**config.mk**
```make
export PLATFORM = sky130hd
export DESIGN_NAME = stage_e_muldiv
export DESIGN_NICKNAME = d
export VERILOG_FILES = /design/src/rtl/stage_e_muldiv.sv
export SDC_FILE = /design/constraint.sdc
export NUM_CORES = 1
export LEC_CHECK = 0
export CAP_MARGIN = 30
export CELL_PAD_IN_SITES_DETAIL_PLACEMENT = 1
export CELL_PAD_IN_SITES_GLOBAL_PLACEMENT = 1
export CORE_MARGIN = 2
export CORE_UTILIZATION = 41
export CTS_BUF_LIST = sky130_fd_sc_hd__clkbuf_2
export CTS_CLUSTER_SIZE = 40
export DETAILED_ROUTE_END_ITERATION = 8
export GPL_TIMING_DRIVEN = 1
export PLACE_DENSITY = 0.78
export SYNTH_ARGS = -nofsm -noshare
export SYNTH_HDL_FRONTEND = slang
export SYNTH_SLANG_ARGS = --single-unit
```
**constraint.sdc**
```tcl
create_clock -name clk -period 5.06 [get_ports clk]
set_input_delay 1.012 -clock clk [delete_from_list [all_inputs] [get_ports clk]]
set_output_delay 1.012 -clock clk [all_outputs]
set_load 0.005 [all_outputs]
```
**src/rtl/stage_e_muldiv.sv**
```systemverilog
// Iterative multiply/divide unit for the execute stage.
// Shift-add multiply and restoring divide on operand magnitudes, one step per
// cycle, with a final sign fix. Divide-by-zero, signed overflow and ARM-mode
// divide encodings can complete in a single cycle.
module stage_e_muldiv #(
  parameter int unsigned WIDTH     = 32,
  parameter bit          EARLY_OUT = 1'b1
) (
  input  logic             clk,
  input  logic             rst,
  input  logic             arm,
  input  logic             StartE,
  input  logic             FlushE,
  input  logic [2:0]       OpE,
  input  logic [WIDTH-1:0] SrcAE,
  input  logic [WIDTH-1:0] SrcBE,
  output logic             BusyE,
  output logic             DoneE,
  output logic [WIDTH-1:0] ResultE
);

  localparam int unsigned CW = $clog2(WIDTH);
  localparam logic [CW-1:0] LAST = CW'(WIDTH - 1);

  typedef enum logic [1:0] {IDLE, CALC, DONE} state_t;

  state_t               state_q, state_d;
  logic [CW-1:0]        cnt_q, cnt_d;
  logic [2*WIDTH-1:0]   acc_q, acc_d;
  logic [WIDTH-1:0]     b_q, b_d;
  logic [2:0]           op_q, op_d;
  logic                 neg_q, neg_d;
  logic [WIDTH-1:0]     result_q, result_d;
  logic                 done_q, done_d;

  // start-cycle decode
  logic             is_div, signed_a, signed_b, sa, sb;
  logic             div_zero, ovf, early, neg_start;
  logic [WIDTH-1:0] mag_a, mag_b, early_res;

  // iteration datapath
  logic [WIDTH:0]     mul_sum, r_sh;
  logic [WIDTH-1:0]   diff, quot, rem, final_res;
  logic [2*WIDTH-1:0] acc_step, prod;

  // Decode the incoming instruction: operand magnitudes, result sign, early-out.
  always_comb begin
    is_div    = OpE[2];
    signed_a  = is_div ? ~OpE[0] : (OpE != 3'b011);
    signed_b  = is_div ? ~OpE[0] : ~OpE[1];
    sa        = signed_a & SrcAE[WIDTH-1];
    sb        = signed_b & SrcBE[WIDTH-1];
    mag_a     = sa ? -SrcAE : SrcAE;
    mag_b     = sb ? -SrcBE : SrcBE;
    div_zero  = (SrcBE == '0);
    ovf       = ~OpE[0] & (SrcAE == {1'b1, {(WIDTH-1){1'b0}}}) & (SrcBE == '1);
    early     = is_div & (arm | (EARLY_OUT & (div_zero | ovf)));
    // A zero divisor gives an all-ones quotient magnitude, so the quotient
    // sign must not be applied then; the remainder always follows the dividend.
    if (!is_div)      neg_start = sa ^ sb;
    else if (OpE[1])  neg_start = sa;
    else              neg_start = (sa ^ sb) & ~div_zero;
    if (arm)          early_res = '0;
    else if (div_zero) early_res = OpE[1] ? SrcAE : '1;
    else              early_res = OpE[1] ? '0 : SrcAE;
  end

  // One multiply or divide step on the {high, low} accumulator, plus sign fix.
  always_comb begin
    mul_sum = {1'b0, acc_q[2*WIDTH-1:WIDTH]} + ({1'b0, b_q} & {(WIDTH+1){acc_q[0]}});
    r_sh    = {acc_q[2*WIDTH-1:WIDTH], acc_q[WIDTH-1]};
    diff    = r_sh[WIDTH-1:0] - b_q;
    if (op_q[2]) begin
      if (r_sh >= {1'b0, b_q}) acc_step = {diff, acc_q[WIDTH-2:0], 1'b1};
      else                     acc_step = {r_sh[WIDTH-1:0], acc_q[WIDTH-2:0], 1'b0};
    end else begin
      acc_step = {mul_sum, acc_q[WIDTH-1:1]};
    end
    prod = neg_q ? -acc_step : acc_step;
    quot = acc_step[WIDTH-1:0];
    rem  = acc_step[2*WIDTH-1:WIDTH];
    if (op_q[2]) begin
      if (op_q[1]) final_res = neg_q ? -rem : rem;
      else         final_res = neg_q ? -quot : quot;
    end else begin
      final_res = (op_q[1:0] == 2'b00) ? prod[WIDTH-1:0] : prod[2*WIDTH-1:WIDTH];
    end
  end

  // Next-state logic for the IDLE/CALC/DONE sequencer.
  always_comb begin
    state_d  = state_q;
    cnt_d    = cnt_q;
    acc_d    = acc_q;
    b_d      = b_q;
    op_d     = op_q;
    neg_d    = neg_q;
    result_d = result_q;
    done_d   = 1'b0;
    if (FlushE) begin
      state_d = IDLE;
    end else begin
      unique case (state_q)
        IDLE: begin
          if (StartE) begin
            acc_d = {{WIDTH{1'b0}}, mag_a};
            b_d   = mag_b;
            op_d  = OpE;
            neg_d = neg_start;
            cnt_d = '0;
            if (early) begin
              result_d = early_res;
              done_d   = 1'b1;
              state_d  = DONE;
            end else begin
              state_d = CALC;
            end
          end
        end
        CALC: begin
          acc_d = acc_step;
          cnt_d = cnt_q + 1'b1;
          if (cnt_q == LAST) begin
            result_d = final_res;
            done_d   = 1'b1;
            state_d  = DONE;
          end
        end
        DONE:    state_d = IDLE;
        default: state_d = IDLE;
      endcase
    end
  end

  // State and datapath registers.
  always_ff @(posedge clk or negedge rst) begin
    if (!rst) begin
      state_q  <= IDLE;
      cnt_q    <= '0;
      acc_q    <= '0;
      b_q      <= '0;
      op_q     <= '0;
      neg_q    <= 1'b0;
      result_q <= '0;
      done_q   <= 1'b0;
    end else begin
      state_q  <= state_d;
      cnt_q    <= cnt_d;
      acc_q    <= acc_d;
      b_q      <= b_d;
      op_q     <= op_d;
      neg_q    <= neg_d;
      result_q <= result_d;
      done_q   <= done_d;
    end
  end

  assign BusyE   = ((state_q == IDLE) & StartE & ~FlushE) | (state_q == CALC);
  assign DoneE   = done_q;
  assign ResultE = result_q;

endmodule

```
# [Word level (Yosys, flattened, before mapping)]
# Cells that the tools add are included.
# W data, S select, Z words.
[totals] wordCells=88 inputBits=72 regBits=140 output_inout_bits=34
[op_classes] n_mux=36 n_reduce_logical=8 eq_ne=10 n_bitwise=17 n_addsub=8 magnitude_cmp=1
[ops] op="$mux W32" count=14
[ops] op="$mux W64" count=4
[ops] op="$neg A32 Y32" count=4
[ops] op="$pmux W64 S2" count=1
[ops] op="$eq A32 B32 Y1 const B" count=2
[ops] op="$neg A64 Y64" count=1
[ops] op="$pmux W32 S2" count=1
[ops] op="$add A32 B33 Y33" count=1
[ops] op="$and A32 B33 Y33" count=1
[ops] op="$ge A33 B32 Y1" count=1
[ops] op="$logic_not A32 Y1" count=1
[ops] op="$sub A32 B32 Y32" count=1
[ops] op="$pmux W5 S2" count=1
[ops] op="$and A1 B1 Y1" count=8
[ops] op="$mux W1" count=8
[ops] op="$mux W2" count=4
[ops] op="$ne A2 B2 Y1 const B" count=3
[ops] op="$ne A3 B3 Y1 const B" count=2
[ops] op="$reduce_and A3 Y1" count=2
[ops] op="$add A5 B1 Y5 const B" count=1
[ops] op="$eq A5 B5 Y1 const B" count=1
[ops] op="$mux W5" count=1
[ops] op="$reduce_and A5 Y1" count=1
[ops] op="$logic_not A2 Y1" count=2
[ops] op="other kinds (9)" count=14

# [Logic depth before layout (Yosys ltp)]
# Gate-level depths: netlist (run 1).
[depth] word_depth=10 depth_mapped=22

# [Worst setup path after synthesis (run 1)]
# No wires, ideal clock.
[synth_path] path_kind="register -> register" startpoint="register acc_q[55]" endpoint="register result_q[28] (netlist: ResultE[28])" required_ps=4918 slack_ps=289 t_arrival_ps=4628 n_path_buf=1 path_stages_with_launch=21 synth_period_minus_slack_ps=4771 cell_sequence="dfrtp_1 -> ha_1 -> buf_2 -> a21oi_1 -> o21ai_0 -> a221oi_1 -> o221ai_2 -> o31a_1 -> inv_1 -> ha_1 -> o211a_1 -> nand2_1 -> or3_1 -> nor2_1 -> nand3_1 -> nor3_1 -> nand4_1 -> o41ai_1 -> xor2_1 -> a221oi_1 -> o221ai_1"
[synth_via] elab_chain_cells=9 elab_cells_between_ends=16 cone_classes="add/sub: 5; order compare: 1; mux: 10"
[synth_rtl] item="start, declared" line_no="29" source="logic [2*WIDTH-1:0] acc_q, acc_d;"
[synth_rtl] item="start signal, assigned" line_no="140" source="acc_q <= '0;"
[synth_rtl] item="start signal, assigned" line_no="149" source="acc_q <= acc_d;"
[synth_rtl] item="$sub A32 B32 Y32 / $ge A33 B32 Y1 (equally long branches)" line_no="72, 74"
[synth_rtl] item="$mux W64" line_no="74" source="if (r_sh >= {1'b0, b_q}) acc_step = {diff, acc_q[WIDTH-2:0], 1'b1};"
[synth_rtl] item="$mux W64 (*)" line_no="73" source="if (op_q[2]) begin"
[synth_rtl] item="$neg A64 Y64, or another cell as far along" line_no="79" source="prod = neg_q ? -acc_step : acc_step;"
[synth_rtl] item="$mux W64, or another cell as far along" line_no="79"
[synth_rtl] item="$mux W32, on equally long branches" line_no="86, 83"
[synth_rtl] item="$mux W32 (*)" line_no="82" source="if (op_q[2]) begin"
[synth_rtl] item="$mux W32 (*)" line_no="123" source="if (cnt_q == LAST) begin"
[synth_rtl] item="$pmux W32 S2 (*)" line_no="103" source="unique case (state_q)"
[synth_rtl] item="end signal, assigned" line_no="153" source="result_q <= result_d;"
[synth_rtl] item="end, declared" line_no="33" source="logic [WIDTH-1:0] result_q, result_d;"
# Every way passes the cells marked *; elsewhere a longest branch is shown, timed or not. The select of a mux whose other input is x is not followed.
# A chain may end at the register's enable or synchronous reset.

# [Worst setup path after layout (run 1)]
[layout_path] startpoint="register b_q[24]" endpoint="register result_q[29] (netlist: ResultE[29])"
[layout_via] elab_chain_cells=9 elab_cells_between_ends=17 cone_classes="add/sub: 5; order compare: 1; mux: 10; bitwise: 1"
[layout_rtl] item="start, declared" line_no="30" source="logic [WIDTH-1:0] b_q, b_d;"
[layout_rtl] item="start signal, assigned" line_no="141" source="b_q <= '0;"
[layout_rtl] item="start signal, assigned" line_no="150" source="b_q <= b_d;"
[layout_rtl] item="$and A32 B33 Y33, or another cell as far along" line_no="70" source="mul_sum = {1'b0, acc_q[2*WIDTH-1:WIDTH]} + ({1'b0, b_q} & {(WIDTH+1){acc_q[0]}});"
[layout_rtl] item="$add A32 B33 Y33 / $mux W64 (equally long branches)" line_no="70, 74"
[layout_rtl] item="$mux W64 (*)" line_no="73"
[layout_rtl] item="$neg A64 Y64, or another cell as far along" line_no="79"
[layout_rtl] item="$mux W64, or another cell as far along" line_no="79"
[layout_rtl] item="$mux W32, on equally long branches" line_no="86, 83"
[layout_rtl] item="$mux W32 (*)" line_no="82"
[layout_rtl] item="$mux W32 (*)" line_no="123"
[layout_rtl] item="$pmux W32 S2 (*)" line_no="103"
# Marked as above.

==> results by group, run 1 <==
Critical path
  • Critical Path End Type: flop
  • R2R depth: 20
  • Crit path from: b_q[24]$_DFFE_PN0P_
  • Flop-to-flop setup slack: 60 ps
  • Startpoint class of the critical path: flop
  • CP max FO: 12
  • R2R Path Start: b_q[24]$_DFFE_PN0P_
  • CP Data Required Time: 5870 ps
  • Worst EP arrival: 5810 ps
  • Critical path class: reg2reg
  • Reg-to-reg endpoint: ResultE[29]$_DFFE_PN0P_

STA
  • Pins Over Slew Limit: 0
  • Fin crit share: 98.8%
  • Final setup vio count: 0
  • Fmax: 200 MHz
  • Skew final: 83.3 ps
  • Worst slew margin: 33.7%
  • RSZ-0062 raised after global routing: true
  • Final hold vios: 0
  • Worst-margin pin slew: 988 ps
  • Crit path time final: 5000 ps

Logic synthesis
  • Top FF cell, synth: dfrtp_1
  • Syn Nets: 2253
  • Post-synthesis mux area share: 3.94%
  • Synthesized flop and latch total: 140
  • Compound-gate portion of the synthesized area: 29.8%
  • Adder-Cell Fraction of Synth Area: 6.01%
  • Number of flops mapped to enable cells by yosys: 0
  • Post-synthesis simple-gate area fraction: 24.0%
  • Sequential-to-total area share from yosys stat: 22.7%
  • Syn_area_per_cell: 7.33 µm²
  • Cells after Synth: 2108
  • Netlist cell types: 90
  • Total of warnings raised by yosys: 0
  • Main combinational cell family by area after synthesis: compound AO/OA/AOI/OAI gates
  • Cell Area, Synth: 15500 µm²
  • Ys async rst share: 100%
  • Synth Area in XOR/XNOR: 8.28%

Run
  • Max Cap Viol: 0

Finish
  • Final #Nets: 2525
  • P&R area growth vs syn: 26.3%
  • Most frequent cells in the layout: buf_4 (266), a21oi_1 (220), nand2_1 (218)
  • Share of cells above drive strength 1: 18.5%
  • Filler Cell Count: 4721
  • Commonest non-fill, non-tap cell in the layout: buf_4
  • Final instance area: 19500 µm²

Drt
  • Residual DRC count: 0
  • Starting DRT DRC Count: 1969
  • DR vias: 18460
  • Vias per Instance: 6.35
  • Routed length per instance: 26.1 µm
  • Final wirelength: 75.8 mm
  • Iteration count of the initial detailed-routing pass: 5
  • Remaining antenna violation count: 0

Clock network
  • Post-CTS Hold Fix Bufs: 0
  • Htree depth: 4
  • TritonCTS Sinks: 140
  • Clock tree from TritonCTS: built
  • CTS Buffer Depth: 2
  • Clk Latency, worst-skew pair: 930 ps
  • Root Buffer: clkbuf_2
  • Clock transition at path regs: 260 ps
  • Clock buffer count from CTS: 17

Global route
  • Grt ovf: 0
  • Total GRT Usage: 38.4%
  • Largest net degree at the start of global routing: 75
  • First-pass GRT wire length: 113 mm
  • Number of global-route vias before repair: 18276
  • Initial antenna violation count: 2

Floorplan
  • Ports: 106
  • Row count: 71
  • Initial Util: 41.3%
  • DIE AREA: 39300 µm²
  • Core ar.: 37400 µm²
  • Chip width: 198 µm
  • Die H: 198 µm

Pwr
  • Total power: 0.00832 W
  • Power per cell area: 426 nW/µm²
  • Leak pwr: 8.28 nW
  • Maximum VDD drop: 0.195 mV

Placed design
  • HPWL after detailed placement: 60.2 mm
  • Placed Area: 18600 µm²
  • Final GP Congestion: 1.01
  • Port bufs: 105

Run status
  • Status: complete, no violations

Worst hold path
  • HP Class: in2async
## what timing repair did
item                       4_1_cts  5_1_grt
pin swaps                        3       18
setup endpoints to repair       14       27
gates resized for setup         22       86
buffers inserted                 2       21
## final cells by class
| class | count | area, µm² | share of cell area (%) |
|---|---|---|---|
| antenna | 1 | 2.50 | 0.0128 |
| clock buffer | 18 | 90.1 | 0.462 |
| clock inverter | 14 | 146 | 0.750 |
| inverter | 82 | 308 | 1.58 |
| multi-input combinational | 1759 | 11600 | 59.6 |
| sequential | 140 | 3510 | 18.0 |
| tap | 511 | 639 | 3.28 |
| timing repair buffer | 380 | 3190 | 16.4 |
## how the worst max path moves through the flow
| stage | slack [ps] | endpoint | cells past startpoint |
|---|---|---|---|
| final | 60 | ResultE[29]$_DFFE_PN0P_ | 20 |
| after global routing | -70 | ResultE[29]$_DFFE_PN0P_ | 19 |
| after CTS | 20 | ResultE[20]$_DFFE_PN0P_ | 19 |
| after detailed placement | -240 | ResultE[28]$_DFFE_PN0P_ | 20 |
| after global placement | -200 | ResultE[28]$_DFFE_PN0P_ | 21 |
| after floorplan | 290 | ResultE[28]$_DFFE_PN0P_ | 20 |
## cells by family (layout without fill, tap and decap cells)
group / Yosys count / count (layout)
compound gates: 720 / 720
xor+xnor: 146 / 146
fa+ha+maj: 73 / 73
buf+inv: 209 / 494
flops: 140 / 140
mux: 59 / 59
other cells: 0 / 1
simple gates: 761 / 761
## cells in the mapped netlist, drive strengths merged, types with 23 or more instances
library cell    n  area (µm²)
a21oi         226        1130
nand2         219         825
nor2          201         754
o21ai         184         925
dfrtp         140        3500
clkbuf        106         398
inv            82         308
xor2           76         666
ha             71         888
xnor2          70         613
nor3           60         310
nand3          54         270
mux2i          44         440
o31ai          41         322
and2           40         250
nand4          36         238
a31oi          26         163
or3            26         168
o211ai         23         173
## per-stage QoR
| step | instances | setup WS (ps) | setup TNS, ps | utilization [%] | hold slack, ps |
|---|---|---|---|---|---|
| 6_report | 2905 | 61.5 | 0 | 52.2 | 77.3 |
| 5_1_grt | 2905 | -67.1 | -318 | 52.2 | 97.6 |
| 4_1_cts | 2882 | 16.0 | 0 | 50.6 | 67.0 |
| 3_5_place_dp | 2848 | -243 | -551 | 49.7 | 493 |
| 3_3_place_gp | 2848 | -204 | -361 | 49.7 | 468 |
| 2_1_floorplan | 2108 | 289 | 0 | - | 445 |
## worst max-delay path, cell delays in order (launching register included)
cell	delay [ps]
dfrtp_1	420
inv_1	50
ha_1	330
buf_4	170
and3_2	240
nand2_1	90
or3_4	460
o221ai_4	260
buf_8	190
nor2_1	70
buf_4	200
a311oi_4	370
buf_6	170
nand2_1	70
or4_4	530
or3b_4	440
o31ai_4	190
xor2_1	110
a221oi_2	310
buf_4	160
o21ai_2	40
## layer usage
| metal | wire (µm) | vias to the layer above | GRT usage (%) |
|---|---|---|---|
| met5 | 0 | - | 0 |
| met4 | 3030 | 0 | 14.1 |
| met3 | 6520 | 161 | 7.58 |
| met2 | 33000 | 809 | 58.3 |
| met1 | 33300 | 9192 | 53.7 |
| li1 | - | 8298 | - |
## where the power goes
part	leakage [nW]	switching, W	internal [W]
Sequential	1.74	0.000266	0.00135
Combinational	6.40	0.00357	0.00236
Clock	0.142	0.000538	0.000230
Total	8.28	0.00437	0.00395
## registers in the layout, indices dropped and copies added (netlist names)
register and count:
ResultE 32, acc_q 64, op_q 3, b_q 32
cnt_q 5, state_q 2, neg_q 1, DoneE 1
(Power assumes the default switching activity.)
==> run 2, diff against run 1 <==
- PLACE_DENSITY: 0.78 -> unset
- PLACE_DENSITY_LB_ADDON: unset -> 0.2
- SLEW_MARGIN: unset -> 10
==> run 2 against run 1 <==
  * Combinational power fell by 3%
  * Critical path depth fell by 3
  * Total power is 1.1% lower
  * Highest routed layer unchanged
==> results by group, run 2 (synthesis gave the netlist of run 1 again) <==
Clock network
  • TritonCTS Sinks: 140
  • CTS Buffer Depth: 2
  • Clock tree from TritonCTS: built
  • Htree depth: 4
  • Clock transition at path regs: 230 ps
  • Clk Latency, worst-skew pair: 900 ps
  • Clock buffer count from CTS: 17
  • Root Buffer: clkbuf_2
  • Post-CTS Hold Fix Bufs: 0

Finish
  • Fin cells: 2874
  • Filler Cell Count: 4764
  • Most frequent cells in the layout: buf_4 (236), a21oi_1 (220), nand2_1 (218)
  • Commonest non-fill, non-tap cell in the layout: buf_4
  • Share of cells above drive strength 1: 16.9%
  • Flip-flop count of the largest register after layout: 64
  • Most flops, register: acc_q
  • Final #Nets: 2493
  • P&R area growth vs syn: 24.3%

Pwr
  • Seq pwr share: 19.5%
  • Net Sw Power: 0.00429 W
  • Maximum VDD drop: 0.190 mV
  • Leak pwr: 8.13 nW
  • Sw frac: 52.1%
  • Power per cell area: 428 nW/µm²
  • Total power: 0.00823 W
  • Comb power frac: 70.3%
  • Internal power: 0.00394 W
  • Clock share of power: 10.2%

STA
  • Skew final: 66.4 ps
  • Pins Over Slew Limit: 0
  • Final setup vio count: 0
  • Fin crit share: 98.2%
  • RSZ-0062 raised after global routing: true
  • Fmax: 201 MHz
  • Worst slew margin: 28.2%
  • Worst-margin pin slew: 1080 ps
  • Crit path time final: 4970 ps
  • Final hold vios: 0

Global route
  • First-pass GRT wire length: 112 mm
  • Number of global-route vias before repair: 17976
  • Grt ovf: 0
  • Initial antenna violation count: 4
  • Total GRT Usage: 38.3%
  • Largest net degree at the start of global routing: 90

Critical path
  • Worst EP arrival: 5740 ps
  • Critical path class: reg2reg
  • Critical path, cell by cell: ha_1 > nand4_1 > nor4_1 > buf_4 > a31oi_2 > o221ai_2 > o31a_1 > buf_4 > or4b_4 > or2_4 > or4_4 > or3b_4 > o31ai_4 > xor2_1 > a221oi_2 > buf_4 > o21ai_2
  • Startpoint class of the critical path: flop
  • Crit path from: acc_q[46]$_DFFE_PN0P_
  • Critical Path End Type: flop
  • CP most frequent cell: buf_4
  • R2R Path Start: acc_q[46]$_DFFE_PN0P_
  • Worst path top cell family by delay: simple AND/OR/NAND/NOR gates
  • Slowest library cell on the worst path: or4_4
  • Crit-path max cell delay: 600 ps
  • CP max FO: 7
  • CP Data Required Time: 5830 ps
  • Buf/Inv on CP: 3

Floorplan
  • Initial Util: 41.3%
  • Core ar.: 37400 µm²
  • Ports: 106
  • DIE AREA: 39300 µm²
  • Chip width: 198 µm
  • Die H: 198 µm
  • Row count: 71

Drt
  • Iteration count of the initial detailed-routing pass: 5
  • Remaining antenna violation count: 0
  • Residual DRC count: 0
  • Routed length per instance: 26.5 µm
  • Final wirelength: 76.1 mm
  • Vias per Instance: 6.36
  • DR vias: 18289
  • Starting DRT DRC Count: 1742

Placed design
  • Final GP Congestion: 1.01
  • HPWL after detailed placement: 60.3 mm
  • Inst Count DP: 2820
  • Port bufs: 105

Worst hold path
  • HP Class: in2async

Run status
  • Status: complete, no violations

Run
  • Max Cap Viol: 0
[run 2: changes by cell type in the layout (fill, tap and decap cells not counted), sizes merged]
cell      delta
clkbuf       +2
clkinvlp     -1
diode        +1
bufinv       +2
buf         -32
clkinv       -3
[run 2: final timing paths]
kind | end | slack, ps | depth (start not counted)
worst min-delay path | DoneE$_DFF_PN0_ | 80 | 1
min in group clk | cnt_q[4]$_DFFE_PN0P_ | 530 | 2
worst max-delay path | ResultE[29]$_DFFE_PN0P_ | 90 | 17
worst max register to register | ResultE[29]$_DFFE_PN0P_ | 90 | 17
max in group asynchronous | op_q[2]$_DFFE_PN0P_ | 3920 | 2
worst min register to register | cnt_q[4]$_DFFE_PN0P_ | 530 | 2
[run 2: power by group through the flow]
stage | Sequential, W | Combinational (W) | Clock (W)
floorplan | 0.00154 | 0.00299 | 0
global placement | 0.00161 | 0.00524 | 0
detailed placement | 0.00162 | 0.00534 | 0
CTS | 0.00160 | 0.00539 | 0.000849
global route | 0.00164 | 0.00613 | 0.000878
finish | 0.00161 | 0.00578 | 0.000839
[run 2: timing repair]
| action | in CTS | in global routing |
|---|---|---|
| buffers inserted | 2 | 18 |
| setup endpoints to repair | 11 | 25 |
| gates resized for setup | 10 | 76 |
| pin swaps | 2 | 20 |
[run 2: routing by layer]
layer,GRT usage (%),wire length [µm]
met1,55.3,34700
met2,57.1,32700
met3,6.30,5830
met4,14.1,2840
met5,0,0
[run 2: per-stage QoR]
stage	setup slack (ps)	utilization [%]	instance area, µm²	hold WS, ps	TNS [ps]
finish	93.2	51.4	19200	83.9	0
global route	-64.6	51.4	19200	61.6	-337
CTS	9.99	50.0	18700	38.6	0
detailed placement	-204	49.2	18400	486	-687
global placement	-88.7	49.1	18300	475	-162
floorplan	289	-	15500	445	0
[run 2: layout make-up]
type                            instances  area, µm²  share of cell area [%]
Multi-Input combinational cell       1759      11500                    60.1
Sequential cell                       140       3510                    18.3
Timing Repair Buffer                  348       2930                    15.3
Tap cell                              511        639                    3.33
Inverter                               82        308                    1.60
Clock inverter                         12        170                   0.886
Clock buffer                           20        100                   0.521
Antenna cell                            2       5.00                  0.0261
==> run 3, diff against run 2 <==
- GPL_TIMING_DRIVEN: 1 -> unset
==> results of run 3 <==
The final DEF is identical to that of run 2; final timing and power are the same.
==> RTL change (settings of run 3) <==
The parameter `WIDTH` goes from 32 to 16.
--- a/src/rtl/stage_e_muldiv.sv
+++ b/src/rtl/stage_e_muldiv.sv
@@ -3,7 +3,7 @@
 // cycle, with a final sign fix. Divide-by-zero, signed overflow and ARM-mode
 // divide encodings can complete in a single cycle.
 module stage_e_muldiv #(
-  parameter int unsigned WIDTH     = 32,
+  parameter int unsigned WIDTH     = 16,
   parameter bit          EARLY_OUT = 1'b1
 ) (
   input  logic             clk,
Interface: changed (resized ResultE, SrcAE and SrcBE); port bits go from 106 to 58. The function was not compared with the original's and may differ.
==> RTL change against run 3 <==
Worst setup slack gained 0.24 ns; power shrank 51%; die area shrank 49%; non-clock buffer count shrank 260; utilization shrank 3.8 points; global-route usage shrank 9.0 points; final area shrank 54%; synthesized area shrank 50%; routed wire length shrank 62%; count of clock-buffer cells in the layout shrank 11; sequential cell count shrank 65; critical path type unchanged; largest power group unchanged.
==> RTL change: results (changes against run 3) <==
| Metric | Value |
|---|---|
| Leakage Power | 3.75 nW (-54%) |
| CTS buffer count | 9 (-8) |
| PostCTS Resize Cnt | 0 (-10) |
| Share of layout cells above drive strength 1 | 0.0857 (-0.0828) |
| Postcts setup bufs | 0 (-2) |
| Dpl hpwl | 22500 um (-63%) |
| Nets | 1148 (-54%) |
| H-tree depth | 3 (-1) |
| Synth top cells by count | nand2_1 (131), o21ai_0 (101), a21oi_1 (89), nor2_1 (84), dfrtp_1 (75) |
| First-pass GRT wire length | 45600 um (-59%) |
| Drt pass-1 iters | 7 (+2) |
| Initial drt markers | 491 (-72%) |
| Post-Synth Adder-Cell Area | 0.0663 (+0.00625) |
| Slew Limit Headroom | 0.290 (+0.00827) |
| Vias in the first global route | 8066 (-55%) |
| GRT Total Usage | 0.293 (-0.0902) |
| Maximum vdd ir drop | 0.140 mV (-26%) |
| Vias per cell | 6.16 (-3.2%) |
| Worst reg-to-reg path cell count | 18 (+1) |
| CP Max Fanout | 11 (+4) |
| Fill count | 2377 (-50%) |
| Proportion of synthesized area in mux cells | 0.0345 (-0.00498) |
| Yosys cell types | 91 (+1.1%) |
| Status | finished clean |
| Reg2reg end | ResultE[0] |
| Post-synthesis sequential area ratio | 0.242 (+0.0148) |
| Most area-consuming cells after synthesis | dfrtp_1 (24%), o21ai_0 (6.5%), nand2_1 (6.3%), ha_1 (6.1%), a21oi_1 (5.7%) |
| Max reg flops | 32 (-50%) |
| Worst reg2reg path startpoint | acc_q[19] |
| Fraction of registers with async set/reset | 1.00 (unchanged) |
| XOR/XNOR share of the synthesized area | 0.0834 (+0.000641) |
| Clk_skew | 0.0271 ns (-0.0393 ns) |
| Top delay family on crit path | compound AO/OA/AOI/OAI gates |
| Worst R2R Setup Slack | 0.33 ns (+0.24 ns) |
| Clock Pin Slew Worst Setup and Hold Paths | 0.26 ns (+0.03 ns) |
| RePlAce Congestion | 0.911 (-9.5%) |
| Slowest-stage cell, CP | dfrtp_1 |
| WL per Instance | 22.1 um (-17%) |
| Initial antenna violation count | 1 (-3) |
| Critical path data arrival time | 5.29 ns (-0.45 ns) |
-- RTL change: cell types whose count changed in the layout (fill, tap and decap cells not counted), moves of 41 or more --
cell             delta
nor2_1            -109
dfrtp_1            -59
a21oi_1           -132
inv_1              -41
xor2_1             -46
buf_4             -205
o21ai_0            -71
clkdlybuf4s50_1    -48
nand2_1            -88
-- RTL change: power by group --
part | internal (mW) | total [mW] | switching (mW)
logic | 1.03 | 2.69 | 1.66
clock network | 0.166 | 0.430 | 0.263
registers | 0.717 | 0.893 | 0.176
total | 1.91 | 4.01 | 2.10
-- RTL change: metal layers --
layer | vias up | global-route usage | part of all wire
met3 | 37 | 0.0263 | 0.046
met5 | - | 0 | 0
met2 | 244 | 0.466 | 0.45
met4 | 0 | 0.0842 | 0.025
met1 | 3969 | 0.425 | 0.48
li1 | 3804 | - | -
-- RTL change: final cells by class --
cell class | count | area (um2) | share of cell area
Inverter | 43 | 161 | 0.0182
Tap cell | 234 | 293 | 0.0330
Multi-Input combinational cell | 851 | 5570 | 0.629
Sequential cell | 75 | 1880 | 0.212
Clock inverter | 7 | 101 | 0.0114
Clock buffer | 9 | 45.0 | 0.00508
Timing Repair Buffer | 88 | 808 | 0.0912
Antenna cell | 1 | 2.50 | 0.000282
-- RTL change: kinds of logic (layout without fill, tap and decap cells) --
kind of cell    count (synthesis)  after routing
compound gates                340            340
xor+xnor                       74             74
fa+ha+maj                      40             40
buf+inv                        90            147
flops                          75             75
mux                            25             25
other cells                     0              1
simple gates                  372            372
-- RTL change: worst max path at each step --
stage / from / endpoint / depth (start not counted)
after global placement: acc_q[19] / ResultE[0] / 18
after CTS: acc_q[19] / ResultE[0] / 18
final: acc_q[19] / ResultE[0] / 18
after floorplan: acc_q[19] / ResultE[4] / 19
after detailed placement: acc_q[19] / ResultE[0] / 18
after global routing: acc_q[19] / ResultE[0] / 18
-- RTL change: per-stage QoR --
stage | instances | hold WS (ns) | instance area (um2) | setup slack [ns] | power [mW]
5_1_grt | 1308 | 0.381 | 8860 | 0.0492 | 4.28
2_1_floorplan | 1016 | 0.464 | 7770 | 0.568 | 2.68
3_3_place_gp | 1290 | 0.481 | 8680 | 0.360 | 3.46
4_1_cts | 1307 | 0.373 | 8840 | 0.0903 | 3.95
6_report | 1308 | 0.363 | 8860 | 0.331 | 4.01
3_5_place_dp | 1291 | 0.485 | 8690 | 0.164 | 3.52
